### src/rtl/fetch_pkg.sv
// rtl/fetch_pkg.sv - shared branch/jump codes and reset PC for the fetch stage
package fetch_pkg;

    localparam logic [31:0] RESET_PC_DEFAULT = 32'h0000_3000;

    typedef enum logic [2:0] {
        BR_NONE = 3'd0,
        BR_BEQ  = 3'd1,
        BR_BNE  = 3'd2,
        BR_BLEZ = 3'd3,
        BR_BGTZ = 3'd4,
        BR_BLTZ = 3'd5,
        BR_BGEZ = 3'd6
    } br_op_t;

    typedef enum logic [1:0] {
        JMP_NONE = 2'd0,
        JMP_J    = 2'd1,
        JMP_JR   = 2'd2
    } jump_t;

    // Word offset of a conditional branch, sign-extended and scaled to bytes.
    function automatic logic [31:0] branch_offset(input logic [15:0] imm);
        return {{14{imm[15]}}, imm, 2'b00};
    endfunction

endpackage

### src/rtl/fetch_if.sv
// rtl/fetch_if.sv - fetch stage bundle between PC/IF-ID logic and memory, hazard unit and ID
interface fetch_if;
    import fetch_pkg::*;

    logic        stall;
    logic [31:0] instr_f;
    logic [31:0] pc_f;
    logic [31:0] pc_d;
    logic [31:0] instr_d;
    logic [31:0] pc8_d;
    br_op_t      br_op_d;
    jump_t       jump_d;
    logic        equal;
    logic        blez;
    logic        bgez;
    logic        bgtz;
    logic        bltz;
    logic [31:0] rs_data_d;
    logic        redirect_d;

    modport master (
        input  stall, instr_f, br_op_d, jump_d,
        input  equal, blez, bgez, bgtz, bltz, rs_data_d,
        output pc_f, pc_d, instr_d, pc8_d, redirect_d
    );

    modport slave (
        output stall, instr_f, br_op_d, jump_d,
        output equal, blez, bgez, bgtz, bltz, rs_data_d,
        input  pc_f, pc_d, instr_d, pc8_d, redirect_d
    );

endinterface

### src/rtl/fetch_npc_sel.sv
// rtl/fetch_npc_sel.sv - next-PC selection from ID-stage branch/jump resolution
module npc_sel
    import fetch_pkg::*;
(
    input  logic [31:0] pc_f,
    input  logic [31:0] pc_d,
    input  logic [31:0] instr_d,
    input  br_op_t      br_op_d,
    input  jump_t       jump_d,
    input  logic        equal,
    input  logic        blez,
    input  logic        bgez,
    input  logic        bgtz,
    input  logic        bltz,
    input  logic [31:0] rs_data_d,
    output logic [31:0] next_pc,
    output logic        redirect_d
);

    logic        taken;
    logic [31:0] pc_d4;
    wire         unused_opcode = ^instr_d[31:26];

    assign pc_d4 = pc_d + 32'd4;

    always_comb begin
        taken = 1'b0;
        case (br_op_d)
            BR_BEQ:  taken = equal;
            BR_BNE:  taken = !equal;
            BR_BLEZ: taken = blez;
            BR_BGTZ: taken = bgtz;
            BR_BLTZ: taken = bltz;
            BR_BGEZ: taken = bgez;
            default: taken = 1'b0;
        endcase
    end

    // Jumps outrank branches in case decode ever presents both.
    always_comb begin
        next_pc = pc_f + 32'd4;
        if (jump_d == JMP_JR)
            next_pc = rs_data_d;
        else if (jump_d == JMP_J)
            next_pc = {pc_d4[31:28], instr_d[25:0], 2'b00};
        else if (taken)
            next_pc = pc_d4 + branch_offset(instr_d[15:0]);
    end

    assign redirect_d = taken | (jump_d != JMP_NONE);

endmodule

### src/rtl/fetch_unit.sv
// rtl/fetch_unit.sv - program counter and IF/ID register with one-slot delayed branching
module fetch_unit
    import fetch_pkg::*;
#(
    parameter logic [31:0] RESET_PC = RESET_PC_DEFAULT
) (
    input  logic     clk,
    input  logic     reset,
    fetch_if.master  bus
);

    logic [31:0] pc_f_q;
    logic [31:0] pc_d_q;
    logic [31:0] instr_d_q;
    logic [31:0] next_pc;

    npc_sel u_npc_sel (
        .pc_f       (pc_f_q),
        .pc_d       (pc_d_q),
        .instr_d    (instr_d_q),
        .br_op_d    (bus.br_op_d),
        .jump_d     (bus.jump_d),
        .equal      (bus.equal),
        .blez       (bus.blez),
        .bgez       (bus.bgez),
        .bgtz       (bus.bgtz),
        .bltz       (bus.bltz),
        .rs_data_d  (bus.rs_data_d),
        .next_pc    (next_pc),
        .redirect_d (bus.redirect_d)
    );

    // The slot instruction always moves into ID on the edge that loads the target.
    always_ff @(posedge clk or posedge reset) begin
        if (reset) begin
            pc_f_q    <= RESET_PC;
            pc_d_q    <= 32'd0;
            instr_d_q <= 32'd0;
        end else if (!bus.stall) begin
            pc_f_q    <= next_pc;
            pc_d_q    <= pc_f_q;
            instr_d_q <= bus.instr_f;
        end
    end

    assign bus.pc_f    = pc_f_q;
    assign bus.pc_d    = pc_d_q;
    assign bus.instr_d = instr_d_q;
    assign bus.pc8_d   = pc_d_q + 32'd8;

endmodule
### src/flat_wrapper.sv
// flat-port wrapper written by rule: the top's interface ports become plain ports
module fetch_unit_flat import fetch_pkg::*;
#(
    parameter logic [31:0] RESET_PC = RESET_PC_DEFAULT
)
  (clk, reset, bus_stall, bus_instr_f, bus_br_op_d, bus_jump_d, bus_equal, bus_blez, bus_bgez, bus_bgtz, bus_bltz, bus_rs_data_d, bus_pc_f, bus_pc_d, bus_instr_d, bus_pc8_d, bus_redirect_d);
  fetch_if bus_i ();
  input  logic clk;
  input  logic reset;
  input wire logic [$bits(bus_i.stall)-1:0] bus_stall;
  input wire logic [$bits(bus_i.instr_f)-1:0] bus_instr_f;
  input wire logic [$bits(bus_i.br_op_d)-1:0] bus_br_op_d;
  input wire logic [$bits(bus_i.jump_d)-1:0] bus_jump_d;
  input wire logic [$bits(bus_i.equal)-1:0] bus_equal;
  input wire logic [$bits(bus_i.blez)-1:0] bus_blez;
  input wire logic [$bits(bus_i.bgez)-1:0] bus_bgez;
  input wire logic [$bits(bus_i.bgtz)-1:0] bus_bgtz;
  input wire logic [$bits(bus_i.bltz)-1:0] bus_bltz;
  input wire logic [$bits(bus_i.rs_data_d)-1:0] bus_rs_data_d;
  output wire logic [$bits(bus_i.pc_f)-1:0] bus_pc_f;
  output wire logic [$bits(bus_i.pc_d)-1:0] bus_pc_d;
  output wire logic [$bits(bus_i.instr_d)-1:0] bus_instr_d;
  output wire logic [$bits(bus_i.pc8_d)-1:0] bus_pc8_d;
  output wire logic [$bits(bus_i.redirect_d)-1:0] bus_redirect_d;
  assign bus_i.stall = bus_stall;
  assign bus_i.instr_f = bus_instr_f;
  assign bus_i.br_op_d = bus_br_op_d;
  assign bus_i.jump_d = bus_jump_d;
  assign bus_i.equal = bus_equal;
  assign bus_i.blez = bus_blez;
  assign bus_i.bgez = bus_bgez;
  assign bus_i.bgtz = bus_bgtz;
  assign bus_i.bltz = bus_bltz;
  assign bus_i.rs_data_d = bus_rs_data_d;
  assign bus_pc_f = bus_i.pc_f;
  assign bus_pc_d = bus_i.pc_d;
  assign bus_instr_d = bus_i.instr_d;
  assign bus_pc8_d = bus_i.pc8_d;
  assign bus_redirect_d = bus_i.redirect_d;
  fetch_unit #(.RESET_PC(RESET_PC)) u_core (.clk(clk), .reset(reset), .bus(bus_i));
endmodule
### config.mk
export PLATFORM = sky130hd
export DESIGN_NAME = fetch_unit_flat
export DESIGN_NICKNAME = d
export VERILOG_FILES = /design/src/rtl/fetch_pkg.sv /design/src/rtl/fetch_if.sv /design/src/rtl/fetch_npc_sel.sv /design/src/rtl/fetch_unit.sv /design/src/flat_wrapper.sv
export SDC_FILE = /design/constraint.sdc
export NUM_CORES = 1
export LEC_CHECK = 0
export BUFFER_PORTS_ARGS = -buffer_cell sky130_fd_sc_hd__buf_2
export CELL_PAD_IN_SITES_DETAIL_PLACEMENT = 1
export CELL_PAD_IN_SITES_GLOBAL_PLACEMENT = 1
export CORE_MARGIN = 2
export CORE_UTILIZATION = 40
export CTS_BUF_LIST = sky130_fd_sc_hd__clkbuf_16
export CTS_CLUSTER_SIZE = 30
export DETAILED_ROUTE_END_ITERATION = 10
export PLACE_DENSITY = 0.91
export SYNTH_ARGS = -nofsm -noshare
export SYNTH_HDL_FRONTEND = slang
export SYNTH_SLANG_ARGS = --single-unit
### constraint.sdc
create_clock -name clk -period 5 [get_ports clk]
set_input_delay 1 -clock clk [delete_from_list [all_inputs] [get_ports clk]]
set_output_delay 1 -clock clk [all_outputs]
set_load 0.01 [all_outputs]
==> results of run 1 <==
where the power goes:
group          total (mW)  leakage [nW]  switching [mW]  internal (mW)
Sequential           1.27          1.12           0.336          0.932
Combinational        1.99          2.89            1.15          0.833
Clock               0.731         0.146           0.341          0.390
Total                3.98          4.16            1.83           2.16
per-layer routing:
layer | GRT usage | up-vias
li1 | - | 3557
met3 | 0.0483 | 56
met2 | 0.470 | 305
met1 | 0.393 | 3905
met5 | 0 | -
met4 | 0.0954 | 0
worst reg2reg max path, delay by kind of cell (launching register included):
family                     cells  cell delay (ns)
adders and majority gates      2             0.66
and+or+nand+nor                3             0.79
DFF                            1             0.46
AOI/OAI and AO/OA              8             2.02
xor gates and xnor gates       2             0.41
state kept, by name (all words and copies together) (netlist names):
name	count
u_core.bus.pc_d	32
u_core.bus.pc_f	32
u_core.bus.instr_d	32
Yosys cell counts, drive strengths merged, types with 3 or more instances:
library cell,n,share of area
a2111oi,4,0.0046
a211oi,14,0.015
a21boi,3,0.0029
a21o,21,0.020
a21oi,59,0.039
a221o,5,0.0065
a221oi,4,0.0046
a22o,4,0.0046
a22oi,4,0.0039
a31oi,3,0.0024
and2,4,0.0036
and3,11,0.0091
and4,6,0.0068
buf,12,0.0088
clkbuf,36,0.018
dfrtp,94,0.31
ha,36,0.059
inv,20,0.0098
mux2,64,0.094
mux2i,7,0.0091
nand2,90,0.046
nand2b,8,0.0065
nand3,37,0.025
nand4,14,0.011
nor2,73,0.036
nor3,18,0.015
nor4,3,0.0032
o211ai,13,0.013
o21ai,65,0.042
o21bai,6,0.0059
o22ai,5,0.0041
o31ai,4,0.0039
or3,11,0.0089
xnor2,65,0.077
xor2,34,0.039
through the flow:
stage / instance area (sq um) / cells / power, mW
floorplan: 7700 / 886 / 2.48
CTS: 9210 / 1305 / 3.96
global placement: 8910 / 1289 / 3.14
global route: 9210 / 1305 / 4.21
finish: 9210 / 1305 / 3.98
detailed placement: 8910 / 1289 / 3.21
worst paths after layout:
check / to / slack (ns) / cells past startpoint
max: u_core.bus.pc_f[26] / 0.59 / 15
max reg2reg: u_core.bus.pc_f[26] / 0.59 / 15
max in group asynchronous: u_core.bus.pc_f[10] / 3.12 / 3
min in group asynchronous: u_core.bus.pc_d[24] / 0.84 / 2
min: u_core.bus.instr_d[29] / 0.51 / 1
min reg2reg: u_core.bus.instr_d[29] / 0.51 / 1
logic make-up after synthesis:
kind of cell	Yosys count	synth area share
AOI/OAI and AO/OA	231	0.192
buffers and inverters	69	0.0367
muxes	71	0.103
xor gates and xnor gates	99	0.116
adders and majority gates	37	0.0611
and+or+nand+nor	283	0.179
DFF	96	0.312
area by class of cell:
cell class	instances	area (sq um)	area share
Multi-Input combinational cell	721	5010	0.545
Timing Repair Buffer	217	1120	0.122
Sequential cell	96	2400	0.261
Tap cell	234	293	0.0318
Clock inverter	7	68.8	0.00747
Clock buffer	9	225	0.0245
Inverter	21	81.3	0.00883
==> summary.md, run 1 <==
| Metric | Value |
|---|---|
| CP Data Arrival Time | `4.70 ns` |
| Final-report hold violation count | `0` |
| Critical Path RT | `5.30 ns` |
| CTS H-tree lvls | `3` |
| Worst-Skew Late Latency | `0.36 ns` |
| Fin Hold WS | `0.510 ns` |
| DRT iter0 DRCs | `593` |
| Drt pass-1 iters | `5` |
| Critical R2R Launch | `u_core.bus.pc_d[4]` |
| Post_cts resized | `0` |
| Leakage power | `4.16 nW` |
| Filler cells | `2302` |
| Worst IR Drop VDD | `212 uV` |
| Startpoint Class | `register` |
| Vias in the first global route | `7897` |
| Routed vias/inst | `5.99` |
| Crit-path cells | `ha_1, nand4_1, nor2_1, nand3_1, xnor2_1, ha_1, a21oi_1, o21ai_0, a21oi_1, o21ai_1, o31ai_1, o21bai_1, xnor2_1, a221oi_1, a21o_1` |
| Crit Path Class | `register to register` |
| DIE AREA | `20400 sq um` |
| FF+latch count, synth | `96` |
| Area delta synth->final | `19.6%` |
| Root Driver | `clkbuf_16` |
| CP max stage delay | `0.57 ns` |
| Skew final | `0.00814 ns` |
| Reg clk slew, reported paths | `0.07 ns` |
| Fin util | `0.491` |
| Max-slew violations | `0` |
| Sum Neg Setup Slack | `0 ns` |
| # diodes | `0` |
| Die X | `143 microns` |
| CTS buffer count | `9` |
| Layout cell share with drive strength beyond 1 | `0.297` |
| I/O Buffers | `205` |
| Global placement routability congestion | `0.939` |
| Max cap viols | `0` |
| Most frequent cells in the layout | `204 x buf_2, 94 x dfrtp_1, 86 x nand2_1` |
| CTS tree | `built` |
| WL final | `29600 microns` |
| Largest net degree at the start of global routing | `67` |
| First-pass GRT wire length | `45500 microns` |
| Top FF cell, synth | `dfrtp_1` |
| Row cnt | `50` |
| Nets@finish | `1180` |
| Synthesis Warnings | `0` |
| Maximum clock rate | `227 MHz` |
| Crit path max-delay family | `compound AO/OA/AOI/OAI gates` |
| Metal2 WL | `14000 microns` |
| Fin crit period | `4.41 ns` |
| Mapped Area | `7700 sq um` |
| DRT met1 WL | `12700 microns` |
| Synth unique cells | `72` |
| Buf/Inv on CP | `0` |
| Post-CTS Repair Setup Buffers | `0` |
| Final worst-path cycle share | `0.881` |
| Worst Max-Slew Pin Slew | `0.926 ns` |
| Core footprint | `18800 sq um` |
| CTS Buffer Depth | `2` |
| Final ANT Viol Nets | `0` |
| RSZ-0062 raised after global routing | `false` |
| Cells after synthesis | `886` |
| Status | `finished clean` |
| Worst Path Max Fanout | `7` |
| Syn avg cell area | `8.69 sq um` |
| Synth async-reset ratio | `1.00` |
| Post-synthesis sequential area ratio | `0.312` |
| Post-synth EDFFs | `0` |
| CP max stage cell | `o31ai_1` |
| Global route overflow | `0` |
| Slew margin rel. | `0.383` |
| Starting Density | `0.410` |
| Pwr per Cell Area | `433 nW/um^2` |
| Hold Path Class | `register to register` |
| DRC errors left | `0` |
| Total GRT Usage | `0.289` |
| Commonest non-fill, non-tap cell in the layout | `buf_2` |
| Synth Net Count | `1000` |
| Initial antenna violation count | `0` |
| Routed wire length per instance | `22.7 microns` |
| Setup slack at placement | `0.748 ns` |
| Final setup margin | `0.593 ns` |
| Met3 wire len | `2060 microns` |
| Top layer used by detailed routing | `met4` |
| Crit path from | `u_core.bus.pc_d[4]` |
| Die height | `143 microns` |
| Clock sinks | `96` |
| Io pins | `206` |
| CTS Hold Buffers Added | `0` |
| HPWL after DPL | `22500 microns` |
| Worst Hold Launch | `u_core.bus.instr_d[29]` |
| Critical path endpoint category | `register` |
| Via count | `7823` |
| Setup Viol. Count Final | `0` |
No activity file was read; power rests on OpenSTA's default activity.
==> inputs of run 2 (changes only) <==
--- a/config.mk
+++ b/config.mk
@@ -14,6 +14,7 @@
 export CTS_CLUSTER_SIZE = 30
 export DETAILED_ROUTE_END_ITERATION = 10
 export PLACE_DENSITY = 0.91
+export RECOVER_POWER = 25
 export SYNTH_ARGS = -nofsm -noshare
 export SYNTH_HDL_FRONTEND = slang
 export SYNTH_SLANG_ARGS = --single-unit
==> summary.md, run 2 (same netlist as run 1, synthesis figures left out) <==
| Metric | Value |
|---|---|
| Logic pwr share | `0.498 (about the same)` |
| Nets@finish | `1180 (unchanged)` |
| Setup Viol. Count Final | `0 (unchanged)` |
| Area of the multi-input gates | `5010 sq um (unchanged)` |
| Post_cts resized | `0 (unchanged)` |
| Crit path max-delay family | `compound AO/OA/AOI/OAI gates` |
| Max-slew violations | `99 (+99)` |
| CP max stage delay | `0.56 ns (about the same)` |
| Routed vias/inst | `5.97 (-0.40%)` |
| Sum Neg Setup Slack | `0 ns (unchanged)` |
| Sequential power share | `0.318 (about the same)` |
| Die X | `143 microns (unchanged)` |
| Final std cells w/o fill | `1305 (unchanged)` |
| Clock sinks | `96 (unchanged)` |
| Register area | `2400 sq um (unchanged)` |
| Final setup margin | `0.602 ns (+0.00909 ns)` |
| Via count | `7792 (-0.40%)` |
| CTS H-tree lvls | `3 (unchanged)` |
| Post-DP Area | `8910 sq um (unchanged)` |
| CP max stage cell | `o31ai_1` |
| CTS Buffer Depth | `2 (unchanged)` |
| CTS tree | `built` |
| Slew margin rel. | `-1.20 (-1.58)` |
| Commonest non-fill, non-tap cell in the layout | `buf_2` |
| CTS Hold Buffers Added | `0 (unchanged)` |
| Placed Cells | `1289 (unchanged)` |
| Starting Density | `0.410 (unchanged)` |
| Cell area after layout | `9200 sq um (about the same)` |
| Core footprint | `18800 sq um (unchanged)` |
| Switch share | `0.459 (about the same)` |
| Total GRT Usage | `0.289 (unchanged)` |
| WL final | `29600 microns (about the same)` |
| Crit-path cells | `ha_1, nand4_1, nor2_1, nand3_1, xnor2_1, ha_1, a21oi_1, o21ai_0, a21oi_1, o21ai_1, o31ai_1, o21bai_1, xnor2_1, a221oi_1, a21o_1` |
| Vias in the first global route | `7897 (unchanged)` |
| Met3 Track Usage GR | `0.0483 (unchanged)` |
| Final worst-path cycle share | `0.880 (-0.00182)` |
| DIE AREA | `20400 sq um (unchanged)` |
| Met1 Track Usage GR | `0.393 (unchanged)` |
| DRT iter0 DRCs | `596 (+0.51%)` |
| Sw power | `1.83 mW (about the same)` |
| # diodes | `0 (unchanged)` |
| Leakage power | `4.15 nW (-0.19%)` |
| Critical path endpoint category | `register` |
| Skew final | `0.00834 ns (+0.000192 ns)` |
| DRC errors left | `0 (unchanged)` |
| R2R Setup Slk | `0.60 ns (about the same)` |
| Global route overflow | `0 (unchanged)` |
| Clock network fraction of design power | `0.184 (about the same)` |
| Pwr per Cell Area | `433 nW/um^2 (about the same)` |
| Initial antenna violation count | `0 (unchanged)` |
| Worst-Skew Late Latency | `0.36 ns (about the same)` |
| Post-CTS Repair Setup Buffers | `0 (unchanged)` |
| Failing checks | `max-capacitance violations, max-slew violations` |
| Critical Path RT | `5.30 ns (about the same)` |
| Worst Max-Slew Pin Slew | `3.28 ns (+2.35 ns)` |
| Filler cells | `2304 (+0.087%)` |
| CTS buffer count | `9 (unchanged)` |
| Total power | `3.99 mW (about the same)` |
| Final ANT Viol Nets | `0 (unchanged)` |
| Setup slack at placement | `0.748 ns (unchanged)` |
| GR Util met2 | `0.470 (unchanged)` |
| Area delta synth->final | `19.5% (about the same)` |
| Max cap viols | `2 (+2)` |
| First-pass GRT wire length | `45500 microns (unchanged)` |
| Worst IR Drop VDD | `213 uV (+0.50%)` |
| Status | `finished with violations` |
| Largest net degree at the start of global routing | `67 (unchanged)` |
| Most frequent cells in the layout | `204 x buf_2, 94 x dfrtp_1, 86 x nand2_1` |
| CP Data Arrival Time | `4.70 ns (about the same)` |
| Row cnt | `50 (unchanged)` |
| Internal power | `2.16 mW (about the same)` |
| Maximum clock rate | `227 MHz (+0.21%)` |
| Buf/Inv on CP | `0 (unchanged)` |
| Fin Hold WS | `0.512 ns (+0.00199 ns)` |
| Reg clk slew, reported paths | `0.07 ns (about the same)` |
| HPWL after DPL | `22500 microns (unchanged)` |
| Fin crit period | `4.40 ns (-0.00910 ns)` |
| Final-report hold violation count | `0 (unchanged)` |
| Drt pass-1 iters | `5 (unchanged)` |
| I/O Buffers | `205 (unchanged)` |
| Worst Path Max Fanout | `7 (unchanged)` |
| Hold Path Class | `register to register` |
| Startpoint Class | `register` |
| Die height | `143 microns (unchanged)` |
| Grt peak-use layer | `met2` |
| RSZ-0062 raised after global routing | `false` |
| Crit Path Class | `register to register` |
| Global placement routability congestion | `0.939 (unchanged)` |
| Routed wire length per instance | `22.6 microns (about the same)` |
| Root Driver | `clkbuf_16` |
| Fin util | `0.490 (about the same)` |
| Io pins | `206 (unchanged)` |
| Layout cell share with drive strength beyond 1 | `0.295 (-0.00187)` |
==> run 2: cell type report <==
class / instances / share of cell area
multi-input cells: 721 / 0.545
flip-flops and latches: 96 / 0.261
repair buffers: 217 / 0.121
well taps: 234 / 0.0318
clock buffers: 9 / 0.0245
inverters: 21 / 0.00870
clock inverters: 7 / 0.00748
==> run 2: path summary, 6_finish.rpt <==
check / from / to / depth (start not counted)
min: u_core.bus.instr_d[29] / u_core.bus.instr_d[29] / 1
max reg2reg: u_core.bus.pc_d[4] / u_core.bus.pc_f[26] / 15
max in group asynchronous: reset / u_core.bus.pc_f[10] / 3
min reg2reg: u_core.bus.instr_d[29] / u_core.bus.instr_d[29] / 1
max: u_core.bus.pc_d[4] / u_core.bus.pc_f[26] / 15
min in group asynchronous: reset / u_core.bus.pc_d[24] / 2
==> run 2: power groups by stage <==
stage | sequential, mW | combinational [mW] | clock, mW
floorplan | 1.21 | 1.27 | 0
global route | 1.29 | 2.15 | 0.768
CTS | 1.26 | 1.97 | 0.740
finish | 1.27 | 1.99 | 0.731
global placement | 1.26 | 1.88 | 0
detailed placement | 1.27 | 1.94 | 0
==> run 2: layer usage <==
metal / up-vias / share of wire
li1: 3552 / -
met1: 3876 / 0.43
met2: 309 / 0.47
met3: 55 / 0.067
met4: 0 / 0.026
met5: - / 0
